==> config.mk <==
export PLATFORM = sky130hd
export DESIGN_NAME = serial_frame_rx
export DESIGN_NICKNAME = d
export VERILOG_FILES = /design/src/rtl/serial_frame_rx.sv
export SDC_FILE = /design/constraint.sdc
export NUM_CORES = 1
export LEC_CHECK = 0
export ABC_AREA = 1
export BUFFER_PORTS_ARGS = -buffer_cell sky130_fd_sc_hd__clkbuf_2
export CORE_UTILIZATION = 35
export DETAILED_ROUTE_END_ITERATION = 8
export GPL_TIMING_DRIVEN = 0
export SLEW_MARGIN = 15
export SYNTH_ARGS = -nofsm -noshare
export SYNTH_HDL_FRONTEND = slang
export SYNTH_SLANG_ARGS = --single-unit
==> constraint.sdc <==
create_clock -name clk -period 2.8 [get_ports clk]
set_input_delay 0.56 -clock clk [delete_from_list [all_inputs] [get_ports clk]]
set_output_delay 0.56 -clock clk [all_outputs]
set_load 0.01 [all_outputs]
==> src/rtl/serial_frame_rx.sv <==
// -----------------------------------------------------------------------------
// serial_frame_rx
//
// Serial frame receiver fed by a registered 1-bit line (idle level 1). A frame
// is: start bit (0), DATA_W data bits LSB first, an optional parity bit, and a
// stop bit (1). The line is only looked at in cycles where bit_en is high, so
// the sample rate is set entirely by the upstream strobe generator.
//
// A good frame is presented on a valid/ready port. Frames with a bad stop bit,
// a bad parity bit, or that arrive while the previous word is still waiting
// are dropped, and the cause is reported as a one-cycle pulse.
//
// Parameters
//   DATA_W      data bits per frame, 1..16
//   PARITY_EN   1 = a parity bit follows the data
//   PARITY_ODD  0 = even parity, 1 = odd parity (ignored when PARITY_EN = 0)
//
// Ports
//   clk         rising-edge clock
//   reset       asynchronous, active-low reset
//   din         serial line, idle high
//   bit_en      sample strobe; din is ignored when low
//   out_ready   consumer ready; transfer when out_valid & out_ready
//   dout        received word (changes only when a new word loads)
//   out_valid   dout holds an unconsumed word
//   busy        receiver is inside a frame
//   parity_err  pulse: frame dropped on parity mismatch
//   frame_err   pulse: frame dropped because the stop bit was 0
//   overrun     pulse: good frame dropped because dout was still occupied
// -----------------------------------------------------------------------------
module serial_frame_rx #(
  parameter int DATA_W     = 8,
  parameter int PARITY_EN  = 1,
  parameter int PARITY_ODD = 0
) (
  input  logic              clk,
  input  logic              reset,
  input  logic              din,
  input  logic              bit_en,
  input  logic              out_ready,
  output logic [DATA_W-1:0] dout,
  output logic              out_valid,
  output logic              busy,
  output logic              parity_err,
  output logic              frame_err,
  output logic              overrun
);

  // Counter is wide enough to hold DATA_W, so it can never wrap inside a frame.
  localparam int CNT_W = $clog2(DATA_W + 1);
  localparam logic [CNT_W-1:0] LAST_BIT = CNT_W'(DATA_W - 1);
  localparam logic PAR_ODD = (PARITY_ODD != 0);
  localparam logic PAR_EN  = (PARITY_EN != 0);

  typedef enum logic [1:0] {
    ST_IDLE   = 2'd0,
    ST_DATA   = 2'd1,
    ST_PARITY = 2'd2,
    ST_STOP   = 2'd3
  } state_e;

  // ---------------------------------------------------------------------------
  // State
  // ---------------------------------------------------------------------------
  state_e              state_q;
  logic [CNT_W-1:0]    cnt_q;
  logic [DATA_W-1:0]   shift_q;
  logic                par_q;
  logic [DATA_W-1:0]   dout_q;
  logic                valid_q;
  logic                busy_q;
  logic                perr_q;
  logic                ferr_q;
  logic                ovr_q;

  // ---------------------------------------------------------------------------
  // Combinational helpers
  // ---------------------------------------------------------------------------
  logic [DATA_W-1:0]   shift_d;
  logic                parity_ok;
  logic                consume;
  logic                stop_blocked;

  // New bits enter at the MSB and move down, so after DATA_W samples the first
  // bit received sits in bit 0.
  generate
    if (DATA_W == 1) begin : g_shift_one
      assign shift_d = din;
    end else begin : g_shift_many
      assign shift_d = {din, shift_q[DATA_W-1:1]};
    end
  endgenerate

  // NOTE: every signal written in always_comb gets a default first, so no path
  // leaves it unassigned and no latch is inferred.
  always_comb begin
    parity_ok = 1'b1;
    if (PAR_EN) begin
      parity_ok = ((^shift_q) ^ par_q) == PAR_ODD;
    end
  end

  assign consume      = valid_q & out_ready;
  // The held word is only in the way if it is not being taken this very cycle.
  assign stop_blocked = valid_q & ~out_ready;

  // ---------------------------------------------------------------------------
  // Receiver FSM with registered outputs
  // ---------------------------------------------------------------------------
  // NOTE: sequential state is written with non-blocking assignments only, so
  // every register sees the pre-edge value of every other register.
  // NOTE: all registers, including the data path (shift register, dout), are
  // cleared on reset; a mid-frame reset must discard the partial word and any
  // unconsumed output.
  always_ff @(posedge clk or negedge reset) begin
    if (!reset) begin
      state_q <= ST_IDLE;
      cnt_q   <= '0;
      shift_q <= '0;
      par_q   <= 1'b0;
      dout_q  <= '0;
      valid_q <= 1'b0;
      busy_q  <= 1'b0;
      perr_q  <= 1'b0;
      ferr_q  <= 1'b0;
      ovr_q   <= 1'b0;
    end else begin
      // Error outputs are single-cycle pulses.
      perr_q <= 1'b0;
      ferr_q <= 1'b0;
      ovr_q  <= 1'b0;

      // Handshake: a transfer empties the output unless a load below refills it.
      if (consume) begin
        valid_q <= 1'b0;
      end

      if (bit_en) begin
        unique case (state_q)
          ST_IDLE: begin
            if (!din) begin
              cnt_q   <= '0;
              shift_q <= '0;
              busy_q  <= 1'b1;
              state_q <= ST_DATA;
            end
          end

          ST_DATA: begin
            shift_q <= shift_d;
            cnt_q   <= cnt_q + CNT_W'(1);
            if (cnt_q == LAST_BIT) begin
              state_q <= PAR_EN ? ST_PARITY : ST_STOP;
            end
          end

          ST_PARITY: begin
            par_q   <= din;
            state_q <= ST_STOP;
          end

          ST_STOP: begin
            state_q <= ST_IDLE;
            busy_q  <= 1'b0;
            // Fault priority: framing, then parity, then overrun.
            if (!din) begin
              ferr_q <= 1'b1;
            end else if (!parity_ok) begin
              perr_q <= 1'b1;
            end else if (stop_blocked) begin
              ovr_q <= 1'b1;
            end else begin
              dout_q  <= shift_q;
              valid_q <= 1'b1;
            end
          end

          default: begin
            state_q <= ST_IDLE;
            busy_q  <= 1'b0;
          end
        endcase
      end
    end
  end

  assign dout       = dout_q;
  assign out_valid  = valid_q;
  assign busy       = busy_q;
  assign parity_err = perr_q;
  assign frame_err  = ferr_q;
  assign overrun    = ovr_q;

endmodule
==> impl_metrics.prom, run 1 <==
# TYPE chip_impl_metric gauge
chip_impl_metric{name="postCtsSetupBuffers",unit=""} 0
chip_impl_metric{name="route.vias.total",unit=""} 1022
chip_impl_metric{name="slew-limit-headroom",unit="%"} 54.0
chip_impl_metric{name="synth_seq_cells",unit=""} 28
chip_impl_metric{name="drc_errors",unit=""} 0
chip_impl_metric{name="drt_iter0_markers",unit=""} 24
chip_impl_metric{name="max_freq",unit="GHz"} 0.620
chip_impl_info{name="commonest_non_fill_non_tap_cell_in_the_layout",value="nand2_1"} 1
chip_impl_metric{name="fp.dieH",unit="microns"} 64.7
chip_impl_metric{name="detailedPlace.worstSlack",unit="ns"} 1.14
chip_impl_metric{name="setup_violations",unit=""} 0
chip_impl_info{name="cts_tree",value="built"} 1
chip_impl_metric{name="area_growth",unit="%"} 15.7
chip_impl_metric{name="tritoncts.num_buffers",unit=""} 3
chip_impl_info{name="run_status",value="completed"} 1
chip_impl_metric{name="final_period_minus_worst_setup_slack",unit="ns"} 1.61
chip_impl_metric{name="diodes",unit=""} 0
chip_impl_metric{name="crit_path_required_time",unit="ns"} 2.97
chip_impl_metric{name="fill_cells",unit=""} 378
chip_impl_metric{name="synth_largest_type_area_fraction",unit="%"} 51.0
chip_impl_metric{name="die_w",unit="microns"} 64.7
chip_impl_metric{name="grt_antenna_before_repair",unit=""} 0
chip_impl_metric{name="postCtsHoldBufs",unit=""} 0
chip_impl_metric{name="router_iterations_before_antenna_repair",unit=""} 4
chip_impl_metric{name="cts_max_level",unit=""} 1
chip_impl_metric{name="clk_path_buf_depth",unit=""} 2
chip_impl_metric{name="worst_slack",unit="ns"} 1.19
chip_impl_metric{name="grt_start_max_net_pins",unit=""} 29
chip_impl_metric{name="library_cells_used_by_synthesis",unit=""} 22
chip_impl_info{name="synth_area_leaders",value="dfrtp_1, nand2_1, inv_1"} 1
chip_impl_info{name="layout.cells.most_common_list",value="nand2_1, dfrtp_1, inv_1, clkbuf_2"} 1
chip_impl_metric{name="syn-mean-instance-area",unit="sq um"} 8.87
chip_impl_metric{name="detail_route.vias_per_cell",unit=""} 4.56
chip_impl_info{name="rsz_0062_raised_after_global_routing",value="false"} 1
chip_impl_metric{name="portBuffers",unit=""} 17
chip_impl_metric{name="ys_warn_count",unit=""} 0
chip_impl_metric{name="crit_arrival",unit="ns"} 1.78
chip_impl_metric{name="crit_fanout",unit=""} 10
chip_impl_metric{name="vdd_drop_max",unit="uV"} 399
chip_impl_metric{name="avgRoutedWirePerCell",unit="microns"} 10.2
chip_impl_metric{name="clk_transition_reported_paths",unit="ns"} 0.09
chip_impl_metric{name="cell_area_after_technology_mapping",unit="sq um"} 1380
chip_impl_metric{name="design_power_total",unit="uW"} 1480
chip_impl_metric{name="fin_nets",unit=""} 188
chip_impl_metric{name="post_cts_resized",unit=""} 0
chip_impl_metric{name="final-max-slew-violation-count",unit=""} 0
chip_impl_metric{name="syn-instance-count",unit=""} 155
chip_impl_metric{name="dpl_cell_area",unit="sq um"} 1520
chip_impl_metric{name="drv_cap",unit=""} 0
chip_impl_metric{name="power.density_cell_area",unit="nW/um^2"} 927
chip_impl_metric{name="gp_congestion",unit=""} 0.727
chip_impl_metric{name="fin_area",unit="sq um"} 1590
chip_impl_metric{name="initial_core_util",unit="%"} 37.0
chip_impl_metric{name="globalRouteTotalUtil",unit="%"} 12.5
chip_impl_metric{name="dp_hpwl",unit="mm"} 1.77
chip_impl_metric{name="post-route-util",unit="%"} 42.8
chip_impl_metric{name="detail-route-antenna-nets",unit=""} 0
chip_impl_metric{name="core-area",unit="sq um"} 3720
chip_impl_metric{name="accumulated_negative_setup_slack",unit="ns"} 0
chip_impl_info{name="type_of_element_capturing_the_critical_path",value="flip-flop"} 1
chip_impl_metric{name="power.static_leakage",unit="uW"} 0.000859
chip_impl_metric{name="fin_hold_viols",unit=""} 0
chip_impl_info{name="holdCritPathClass",value="input pin to asynchronous set/reset pin"} 1
chip_impl_metric{name="ioPinCount",unit=""} 18
chip_impl_metric{name="routed_wirelength",unit="mm"} 2.29
chip_impl_metric{name="layout_worst_path_cycle_share",unit="%"} 57.6
chip_impl_metric{name="first_global_vias",unit=""} 954
chip_impl_metric{name="clk-insertion-delay-late",unit="ns"} 0.27
chip_impl_info{name="crit_path_kind",value="flip-flop to flip-flop"} 1
chip_impl_metric{name="fp.dieArea",unit="sq um"} 4180
chip_impl_metric{name="rows",unit=""} 22
chip_impl_metric{name="grt_remaining_overflow",unit=""} 0
chip_impl_metric{name="post_route_cells_drive_above_1_share",unit="%"} 19.9
chip_impl_info{name="synth_top_cell_by_area",value="dfrtp_1"} 1
chip_impl_metric{name="fin_skew",unit="ns"} 0.00263
chip_impl_metric{name="synth.net_count",unit=""} 166
chip_impl_info{name="crit_path_start_kind",value="flip-flop"} 1
chip_impl_metric{name="synth-seq-area-share",unit="%"} 51.0
chip_impl_info{name="clock-root-buffer",value="clkbuf_8"} 1
chip_impl_metric{name="max_slew.worst_pin.slew",unit="ns"} 0.690
chip_impl_metric{name="cts_num_sinks",unit=""} 28
chip_impl_metric{name="grt_pass1_wl",unit="mm"} 4.11
[Yosys cell counts]
master / count
nand2_1: 42
dfrtp_1: 28
inv_1: 22
nand3_1: 8
nand4_1: 8
nor2_1: 7
o22ai_1: 7
ha_1: 6
o21ai_0: 5
nand2_2: 4
a21oi_1: 3
buf_6: 3
nor2_2: 2
xnor2_1: 2
a21boi_0: 1
a21oi_2: 1
buf_2: 1
inv_2: 1
mux2i_1: 1
nand3_2: 1
nand3b_4: 1
o21ai_1: 1
[cells by family after synthesis]
family | count (synthesis) | synth area share [%]
adder cells (fa/ha/maj) | 6 | 5.46
XOR/XNOR | 2 | 1.27
AO/OA/AOI/OAI | 18 | 7.64
multiplexers | 1 | 0.728
buffers and inverters | 27 | 9.10
AND/OR/NAND/NOR | 73 | 24.8
flip-flops | 28 | 51.0
[power breakdown]
group / total [uW] / internal (uW) / switching (uW)
sequential: 579 / 509 / 70.9
combinational: 583 / 229 / 354
clock: 314 / 191 / 123
total: 1480 / 929 / 547
[path summary, 6_finish.rpt]
| check | start | endpoint | slack, ns | cells past startpoint |
|---|---|---|---|---|
| setup / recovery | state_q[0]$_DFFE_PN0P_ | cnt_q[3]$_DFFE_PN0P_ | 1.19 | 10 |
| hold / removal | reset | shift_q[0]$_DFFE_PN0P_ | 0.32 | 1 |
| setup reg to reg | state_q[0]$_DFFE_PN0P_ | cnt_q[3]$_DFFE_PN0P_ | 1.19 | 10 |
| hold reg to reg | dout[4]$_DFFE_PN0P_ | dout[4]$_DFFE_PN0P_ | 0.48 | 2 |
| max in group asynchronous | reset | shift_q[5]$_DFFE_PN0P_ | 2.05 | 1 |
| min in group clk | dout[4]$_DFFE_PN0P_ | dout[4]$_DFFE_PN0P_ | 0.48 | 2 |
[cell type report]
type,instances,area (sq um),area share [%]
inverter,23,86.3,5.42
sequential,28,701,44.0
clock buffer,3,41.3,2.59
tap,48,60.1,3.77
timing repair buffer,17,85.1,5.35
multi-input combinational,100,549,34.5
buffer,4,38.8,2.44
clock inverter,1,30.0,1.89
[registers in the layout, summed over array words and instances, names as in the netlist]
register / count
dout: 8
shift_q: 8
cnt_q: 4
state_q: 2
busy: 1
frame_err: 1
out_valid: 1
overrun: 1
par_q: 1
parity_err: 1
[critical path, cell delays in order, from the launching register on]
cell     delay, ns
dfrtp_1       0.40
inv_1         0.10
ha_1          0.24
nand2_1       0.06
nand2_1       0.05
inv_2         0.09
nand2_2       0.07
buf_6         0.15
a21oi_2       0.15
xnor2_1       0.14
nor2_1        0.06
[per-layer routing]
layer | vias up | wire length, microns | GRT usage [%]
met5 | - | 0 | 0
met2 | 17 | 1100 | 23.2
met4 | 0 | 30 | 3.33
li1 | 540 | - | -
met3 | 4 | 78 | 1.58
met1 | 461 | 1080 | 14.9
[per-stage QoR]
stage	cells	hold slack [ns]
after floorplan	155	0.264
after global placement	220	0.455
after detailed placement	220	0.459
after CTS	224	0.339
after global routing	224	0.357
final	224	0.315
(Power assumes the default switching activity.)
==> inputs of run 2 (changes only) <==
--- a/config.mk
+++ b/config.mk
@@ -5,7 +5,7 @@
 export SDC_FILE = /design/constraint.sdc
 export NUM_CORES = 1
 export LEC_CHECK = 0
-export ABC_AREA = 1
+export ABC_AREA = 0
 export BUFFER_PORTS_ARGS = -buffer_cell sky130_fd_sc_hd__clkbuf_2
 export CORE_UTILIZATION = 35
 export DETAILED_ROUTE_END_ITERATION = 8
==> constraint.sdc (replaced) <==
create_clock -name clk -period 1.3 [get_ports clk]
set_input_delay 0.26 -clock clk [delete_from_list [all_inputs] [get_ports clk]]
set_output_delay 0.26 -clock clk [all_outputs]
set_load 0.01 [all_outputs]
==> run 2 against run 1 <==
  * Critical path type unchanged
  * Sequential power rose to 2.5 times the previous value
  * The run now ends with setup timing left
  * Design area increased by 13%
  * Worst setup slack got worse by 1.7 ns
  * Power rose to 3.1 times the previous value
  * Area after synthesis down 5.1%
  * Sequential share of layout area is 5.0 points lower
  * Combinational power rose to 4.1 times the previous value
==> impl_metrics.prom, run 2 <==
# TYPE chip_impl_metric gauge
chip_impl_metric{name="grt_pass1_wl",unit="mm"} 4.49
chip_impl_metric{name="synthXorXnorAreaFrac",unit="%"} 6.23
chip_impl_metric{name="fin_nets",unit=""} 151
chip_impl_metric{name="worst-r2r-setup-slack",unit="ns"} -0.51
chip_impl_metric{name="place_inst",unit=""} 168
chip_impl_metric{name="postCtsHoldBufs",unit=""} 0
chip_impl_metric{name="crit_arrival",unit="ns"} 1.97
chip_impl_metric{name="synth.net_count",unit=""} 116
chip_impl_metric{name="fin_skew",unit="ns"} 0.00137
chip_impl_metric{name="fill_cells",unit=""} 309
chip_impl_info{name="failing_checks",value="setup timing"} 1
chip_impl_metric{name="synthesized_area_fraction_occupied_by_ao_oa_aoi_and_oai_cells",unit="%"} 10.9
chip_impl_metric{name="clk-insertion-delay-late",unit="ns"} 0.27
chip_impl_metric{name="ioPinCount",unit=""} 18
chip_impl_metric{name="post_synth_and_or_nand_nor_area_fraction",unit="%"} 9.97
chip_impl_metric{name="vdd_drop_max",unit="uV"} 1080
chip_impl_metric{name="library_cells_used_by_synthesis",unit=""} 25
chip_impl_metric{name="synth-seq-area-share",unit="%"} 53.7
chip_impl_metric{name="area_growth",unit="%"} 37.7
chip_impl_metric{name="initial_core_util",unit="%"} 37.9
chip_impl_info{name="layout.cells.most_common_list",value="dfrtp_1, clkbuf_2, mux2_4, buf_4, a22o_1"} 1
chip_impl_info{name="cts_tree",value="built"} 1
chip_impl_metric{name="accumulated_negative_setup_slack",unit="ns"} -5.84
chip_impl_metric{name="slew-limit-headroom",unit="%"} 54.8
chip_impl_info{name="synth-main-ff-cell",value="dfrtp_1"} 1
chip_impl_metric{name="max_slew.worst_pin.slew",unit="ns"} 0.678
chip_impl_info{name="holdCritPathClass",value="input pin to asynchronous set/reset pin"} 1
chip_impl_metric{name="fp.dieArea",unit="sq um"} 3980
chip_impl_info{name="run_status",value="finished with violations"} 1
chip_impl_metric{name="final-max-slew-violation-count",unit=""} 0
chip_impl_metric{name="avgRoutedWirePerCell",unit="microns"} 14.0
chip_impl_metric{name="drc_errors",unit=""} 0
chip_impl_metric{name="routed_wirelength",unit="mm"} 2.59
chip_impl_metric{name="final_period_minus_worst_setup_slack",unit="ns"} 1.81
chip_impl_metric{name="post_route_cells_drive_above_1_share",unit="%"} 47.5
chip_impl_metric{name="fin_hold_viols",unit=""} 0
chip_impl_metric{name="layout_worst_path_cycle_share",unit="%"} 139
chip_impl_metric{name="tritoncts.num_buffers",unit=""} 3
chip_impl_info{name="most_common_cell_in_the_synthesized_netlist",value="dfrtp_1"} 1
chip_impl_metric{name="synth_seq_cells",unit=""} 28
chip_impl_metric{name="syn-mean-instance-area",unit="sq um"} 12.4
chip_impl_metric{name="route.vias.total",unit=""} 926
chip_impl_metric{name="first_global_vias",unit=""} 992
chip_impl_metric{name="post_synthesis_share_of_cell_area_spent_on_full_adders_half_adders_and_majority_gates",unit="%"} 5.75
chip_impl_metric{name="syn-instance-count",unit=""} 105
chip_impl_metric{name="grt_remaining_overflow",unit=""} 0
chip_impl_metric{name="post-route-util",unit="%"} 52.2
chip_impl_metric{name="power.static_leakage",unit="uW"} 0.000867
chip_impl_metric{name="power.density_cell_area",unit="nW/um^2"} 2520
chip_impl_metric{name="portBuffers",unit=""} 17
chip_impl_metric{name="grt_start_max_net_pins",unit=""} 29
chip_impl_metric{name="worst_slack",unit="ns"} -0.509
chip_impl_metric{name="post_synth_edffs",unit=""} 0
chip_impl_metric{name="max_freq",unit="GHz"} 0.553
chip_impl_info{name="crit_path_start_kind",value="flip-flop"} 1
chip_impl_info{name="type_of_element_capturing_the_critical_path",value="flip-flop"} 1
chip_impl_metric{name="grt_antenna_before_repair",unit=""} 0
chip_impl_info{name="clock-root-buffer",value="clkbuf_8"} 1
chip_impl_metric{name="clk_transition_reported_paths",unit="ns"} 0.09
chip_impl_metric{name="crit_path_required_time",unit="ns"} 1.46
chip_impl_metric{name="crit_fanout",unit=""} 8
chip_impl_metric{name="ys_warn_count",unit=""} 0
chip_impl_info{name="synth_commonest_cells",value="dfrtp_1, mux2_2, a21oi_1, a22o_1, nand2_1"} 1
chip_impl_info{name="crit_path_kind",value="flip-flop to flip-flop"} 1
chip_impl_metric{name="drv_cap",unit=""} 0
chip_impl_info{name="synth_top_cell_by_area",value="dfrtp_1"} 1
chip_impl_metric{name="setup_violations",unit=""} 24
chip_impl_metric{name="rows",unit=""} 21
chip_impl_metric{name="cell_area_after_technology_mapping",unit="sq um"} 1310
chip_impl_metric{name="router_iterations_before_antenna_repair",unit=""} 4
chip_impl_metric{name="clk_path_buf_depth",unit=""} 2
chip_impl_metric{name="dp_hpwl",unit="mm"} 1.70
chip_impl_info{name="dominant_combinational_cell_family_by_area_after_synthesis",value="multiplexers"} 1
chip_impl_metric{name="die_w",unit="microns"} 63.1
chip_impl_metric{name="gp_congestion",unit=""} 0.804
chip_impl_metric{name="cts_max_level",unit=""} 1
chip_impl_metric{name="detail_route.vias_per_cell",unit=""} 5.01
chip_impl_metric{name="synth_largest_type_area_fraction",unit="%"} 53.7
chip_impl_info{name="rsz_0062_raised_after_global_routing",value="true"} 1
chip_impl_metric{name="fin_cells",unit=""} 185
chip_impl_metric{name="synthMuxAreaShare",unit="%"} 12.0
chip_impl_metric{name="drt_iter0_markers",unit=""} 28
chip_impl_info{name="commonest_non_fill_non_tap_cell_in_the_layout",value="dfrtp_1"} 1
chip_impl_metric{name="cts_num_sinks",unit=""} 28
chip_impl_info{name="synth_area_leaders",value="dfrtp_1, mux2_2, ha_1"} 1
chip_impl_metric{name="diodes",unit=""} 0
chip_impl_metric{name="postSynth.asyncResetShare",unit="%"} 100
chip_impl_metric{name="fp.dieH",unit="microns"} 63.1
chip_impl_metric{name="globalRouteTotalUtil",unit="%"} 14.4
chip_impl_metric{name="core-area",unit="sq um"} 3440
chip_impl_metric{name="detail-route-antenna-nets",unit=""} 0
[run 2: cell types whose count changed after synthesis, sizes merged, moves of 6 or more]
cell	delta
nor3	+6
inv	-18
nand3	-7
mux2	+11
nor2	-6
a22o	+8
nand4	-8
o22ai	-7
nand2	-39
[run 2: path summary, 6_finish.rpt]
path                                              from                   to  depth (start not counted)
min in group clk                             out_ready    overrun$_DFF_PN0_                          3
worst max register to register  shift_q[1]$_DFFE_PN0P_  dout[2]$_DFFE_PN0P_                          5
worst max-delay path            shift_q[1]$_DFFE_PN0P_  dout[2]$_DFFE_PN0P_                          5
worst min-delay path                             reset  dout[2]$_DFFE_PN0P_                          1
worst min register to register     dout[5]$_DFFE_PN0P_  dout[5]$_DFFE_PN0P_                          1
max in group asynchronous                        reset  frame_err$_DFF_PN0_                          1
[run 2: cell families after synthesis]
logic type               count (synthesis)
flip-flops                              28
AND/OR/NAND/NOR                         26
AO/OA/AOI/OAI                           21
multiplexers                            13
XOR/XNOR                                 6
adder cells (fa/ha/maj)                  6
buffers and inverters                    5
[run 2: area by class of cell]
cell class / count / area [sq um] / area share [%]
Multi-Input combinational cell: 73 / 741 / 41.2
Sequential cell: 28 / 701 / 39.0
Timing Repair Buffer: 29 / 195 / 10.9
Tap cell: 46 / 57.6 / 3.20
Clock buffer: 3 / 41.3 / 2.30
Inverter: 5 / 31.3 / 1.74
Clock inverter: 1 / 30.0 / 1.67
[run 2: layer usage]
layer	vias to the layer above	track usage, %	wire length, microns
li1	446	-	-
met1	463	18.0	1140
met2	13	24.6	1340
met3	4	3.80	69
met4	0	3.49	36
met5	-	0	0
[run 2: worst max-delay path, cell delays in order (launching register included)]
cell     delay, ns
dfrtp_1       0.41
xnor2_1       0.16
xnor3_2       0.48
mux2i_4       0.21
buf_12        0.15
mux2_4        0.29
[run 2: through the flow]
step	setup slack, ns	total power [uW]	hold slack [ns]	instance area, sq um
3_3_place_gp	-0.627	3190	0.327	1490
2_1_floorplan	-0.484	2840	-0.0356	1350
5_1_grt	-0.589	4850	0.0735	1800
6_report	-0.509	4520	0.00608	1800
3_5_place_dp	-0.641	3270	0.336	1490
4_1_cts	-0.521	4370	0.0335	1720
[run 2: what timing repair did]
action,in CTS,in global routing
pin swaps,5,4
resized for setup,19,11
setup endpoints to repair,25,27
setup buffers,7,6
cloned,1,0
[run 2: report_power, final]
part	internal [uW]	switching, uW	total, uW
sequential	1180	285	1470
combinational	1310	1070	2380
clock	412	269	681
total	2900	1620	4520
==> inputs of run 3 (changes only) <==
--- a/config.mk
+++ b/config.mk
@@ -5,7 +5,7 @@
 export SDC_FILE = /design/constraint.sdc
 export NUM_CORES = 1
 export LEC_CHECK = 0
-export ABC_AREA = 0
+export ABC_AREA = 1
 export BUFFER_PORTS_ARGS = -buffer_cell sky130_fd_sc_hd__clkbuf_2
 export CORE_UTILIZATION = 35
 export DETAILED_ROUTE_END_ITERATION = 8
==> run 3 against run 2 <==
  * Highest routed layer unchanged
  * Global-route usage rose by 0.25 points
  * Power fell by 9.0%
  * The run still ends with setup timing left
  * Largest cell class unchanged
  * Combinational power barely moved
  * Maximum frequency rose by 19%
  * Largest power group unchanged
==> impl_metrics.prom, run 3 (same netlist as run 1, synthesis figures left out) <==
# TYPE chip_impl_metric gauge
chip_impl_metric{name="area.sequential",unit="sq um"} 702
chip_impl_metric{name="first_global_vias",unit=""} 1106
chip_impl_metric{name="final_period_minus_worst_setup_slack",unit="ns"} 1.52
chip_impl_metric{name="cts_max_level",unit=""} 1
chip_impl_metric{name="routed_wirelength",unit="mm"} 3.22
chip_impl_info{name="cpMostUsedCell",value="buf_4"} 1
chip_impl_info{name="layout.cells.most_common_list",value="nand2_1, dfrtp_1, buf_4, clkbuf_2, inv_1"} 1
chip_impl_metric{name="fin_cells",unit=""} 245
chip_impl_metric{name="clk_path_buf_depth",unit=""} 2
chip_impl_info{name="commonest_non_fill_non_tap_cell_in_the_layout",value="nand2_1"} 1
chip_impl_metric{name="share_comb_of_total_power",unit="%"} 57.8
chip_impl_info{name="crit_path_start_kind",value="flip-flop"} 1
chip_impl_metric{name="layout_worst_path_cycle_share",unit="%"} 117
chip_impl_metric{name="diodes",unit=""} 0
chip_impl_info{name="clock-root-buffer",value="clkbuf_8"} 1
chip_impl_metric{name="clk_transition_reported_paths",unit="ns"} 0.09
chip_impl_metric{name="die_w",unit="microns"} 64.7
chip_impl_metric{name="power.share.clock",unit="%"} 11.3
chip_impl_metric{name="fp.dieH",unit="microns"} 64.7
chip_impl_metric{name="crit_fanout",unit=""} 6
chip_impl_metric{name="router_iterations_before_antenna_repair",unit=""} 4
chip_impl_metric{name="vdd_drop_max",unit="uV"} 1290
chip_impl_metric{name="worst_slack",unit="ns"} -0.221
chip_impl_metric{name="globalRouteTotalUtil",unit="%"} 14.7
chip_impl_metric{name="power.density_cell_area",unit="nW/um^2"} 2080
chip_impl_metric{name="slew-limit-headroom",unit="%"} 52.0
chip_impl_metric{name="tritoncts.num_buffers",unit=""} 3
chip_impl_metric{name="grt_start_max_net_pins",unit=""} 29
chip_impl_metric{name="swShare",unit="%"} 42.3
chip_impl_metric{name="share_seq_of_total_power",unit="%"} 30.9
chip_impl_metric{name="worst_r2r_path_depth",unit=""} 9
chip_impl_metric{name="grt_pass1_wl",unit="mm"} 4.74
chip_impl_info{name="rsz_0062_raised_after_global_routing",value="true"} 1
chip_impl_metric{name="avgRoutedWirePerCell",unit="microns"} 13.1
chip_impl_metric{name="internal-power",unit="uW"} 2380
chip_impl_info{name="critical_path_cell_sequence",value="buf_4, buf_4, ha_4, nand2_4, buf_4, nand2_4, buf_6, nand3_1, o21ai_1"} 1
chip_impl_info{name="path_delay_family",value="buffers and inverters"} 1
chip_impl_info{name="holdCritPathClass",value="input pin to asynchronous set/reset pin"} 1
chip_impl_metric{name="detail_route.vias_per_cell",unit=""} 4.81
chip_impl_metric{name="dp_hpwl",unit="mm"} 1.79
chip_impl_metric{name="power.static_leakage",unit="uW"} 0.00101
chip_impl_metric{name="crit_arrival",unit="ns"} 1.68
chip_impl_metric{name="fp.dieArea",unit="sq um"} 4180
chip_impl_metric{name="cts_num_sinks",unit=""} 28
chip_impl_metric{name="drt_iter0_markers",unit=""} 29
chip_impl_metric{name="initial_core_util",unit="%"} 37.0
chip_impl_metric{name="net-switching-power",unit="uW"} 1740
chip_impl_metric{name="crit_path_max_incr_delay",unit="ns"} 0.42
chip_impl_metric{name="fin_hold_viols",unit=""} 0
chip_impl_info{name="cp_slowest_cell",value="dfrtp_1"} 1
chip_impl_metric{name="multi_input_area",unit="sq um"} 779
chip_impl_metric{name="area_growth",unit="%"} 43.9
chip_impl_metric{name="max_freq",unit="GHz"} 0.658
chip_impl_metric{name="max_slew.worst_pin.slew",unit="ns"} 0.720
chip_impl_metric{name="fill_cells",unit=""} 341
chip_impl_metric{name="crit_path_required_time",unit="ns"} 1.46
chip_impl_metric{name="grt_antenna_before_repair",unit=""} 0
chip_impl_metric{name="design_power_total",unit="uW"} 4120
chip_impl_metric{name="post-route-util",unit="%"} 53.2
chip_impl_info{name="crit_path_kind",value="flip-flop to flip-flop"} 1
chip_impl_metric{name="drc_errors",unit=""} 0
chip_impl_info{name="run_status",value="finished with violations"} 1
chip_impl_info{name="type_of_element_capturing_the_critical_path",value="flip-flop"} 1
chip_impl_metric{name="fin_skew",unit="ns"} 0.00310
chip_impl_metric{name="setup_violations",unit=""} 26
chip_impl_metric{name="fin_nets",unit=""} 210
chip_impl_info{name="failing_checks",value="setup timing"} 1
chip_impl_metric{name="ioPinCount",unit=""} 18
chip_impl_metric{name="post_route_cells_drive_above_1_share",unit="%"} 48.2
chip_impl_metric{name="gp_congestion",unit=""} 0.729
chip_impl_metric{name="detail-route-antenna-nets",unit=""} 0
chip_impl_metric{name="place_inst",unit=""} 220
chip_impl_info{name="cts_tree",value="built"} 1
chip_impl_metric{name="rows",unit=""} 22
chip_impl_info{name="worstReg2RegStart",value="state_q[0]$_DFFE_PN0P_"} 1
chip_impl_metric{name="grt_remaining_overflow",unit=""} 0
chip_impl_metric{name="clk-insertion-delay-late",unit="ns"} 0.27
chip_impl_metric{name="final-max-slew-violation-count",unit=""} 0
chip_impl_metric{name="cp.buffers_inverters",unit=""} 4
chip_impl_metric{name="core-area",unit="sq um"} 3720
chip_impl_metric{name="portBuffers",unit=""} 17
chip_impl_metric{name="route.vias.total",unit=""} 1179
chip_impl_metric{name="worst-r2r-setup-slack",unit="ns"} -0.22
chip_impl_metric{name="drv_cap",unit=""} 0
chip_impl_info{name="r2r_end",value="shift_q[7]$_DFFE_PN0P_"} 1
[run 3: layout make-up]
type / count / share of cell area [%]
Tap cell: 48 / 3.04
Buffer: 4 / 2.28
Sequential cell: 28 / 35.5
Inverter: 23 / 4.62
Clock buffer: 3 / 2.09
Timing Repair Buffer: 39 / 13.1
Multi-Input combinational cell: 100 / 39.4
[run 3: worst max path at each step]
stage | endpoint | start | depth (start not counted) | slack [ns]
4_1_cts | cnt_q[3]$_DFFE_PN0P_ | state_q[0]$_DFFE_PN0P_ | 10 | -0.14
3_3_place_gp | dout[5]$_DFFE_PN0P_ | state_q[0]$_DFFE_PN0P_ | 6 | -0.23
3_5_place_dp | dout[6]$_DFFE_PN0P_ | state_q[1]$_DFFE_PN0P_ | 6 | -0.27
2_1_floorplan | cnt_q[3]$_DFFE_PN0P_ | state_q[0]$_DFFE_PN0P_ | 10 | -0.05
5_1_grt | shift_q[7]$_DFFE_PN0P_ | state_q[1]$_DFFE_PN0P_ | 11 | -0.28
6_report | shift_q[7]$_DFFE_PN0P_ | state_q[0]$_DFFE_PN0P_ | 9 | -0.22
[run 3: power groups by stage]
stage          sequential [uW]  combinational, uW  clock, uW
4_1_cts                   1260               1660        486
3_5_place_dp              1270               1330          0
6_report                  1270               2380        464
5_1_grt                   1300               2570        523
2_1_floorplan             1300                961          0
3_3_place_gp              1260               1280          0
[run 3: timing repair]
action,4_1_cts,5_1_grt
endpoints found under the setup margin,24,26
gates resized for setup,14,53
hold buffers,0,0
cloned,2,1
pin swaps,3,7
setup buffers,11,8
[run 3: routing by layer]
layer | vias up | GRT usage (%) | share of wire (%)
met5 | - | 0 | 0
li1 | 590 | - | -
met3 | 10 | 4.05 | 3.4
met4 | 0 | 4.17 | 2.4
met1 | 552 | 16.3 | 41
met2 | 27 | 27.0 | 53
[run 3: metrics by stage]
| step | cell area, sq um | setup slack (ns) | setup TNS (ns) | hold WS, ns |
|---|---|---|---|---|
| 3_5_place_dp | 1540 | -0.267 | -3.45 | 0.339 |
| 2_1_floorplan | 1390 | -0.0452 | -0.218 | -0.0356 |
| 6_report | 1980 | -0.221 | -3.48 | 0.0260 |
| 3_3_place_gp | 1540 | -0.233 | -2.76 | 0.324 |
| 4_1_cts | 1730 | -0.138 | -1.94 | 0.0366 |
| 5_1_grt | 1980 | -0.284 | -5.10 | 0.0689 |
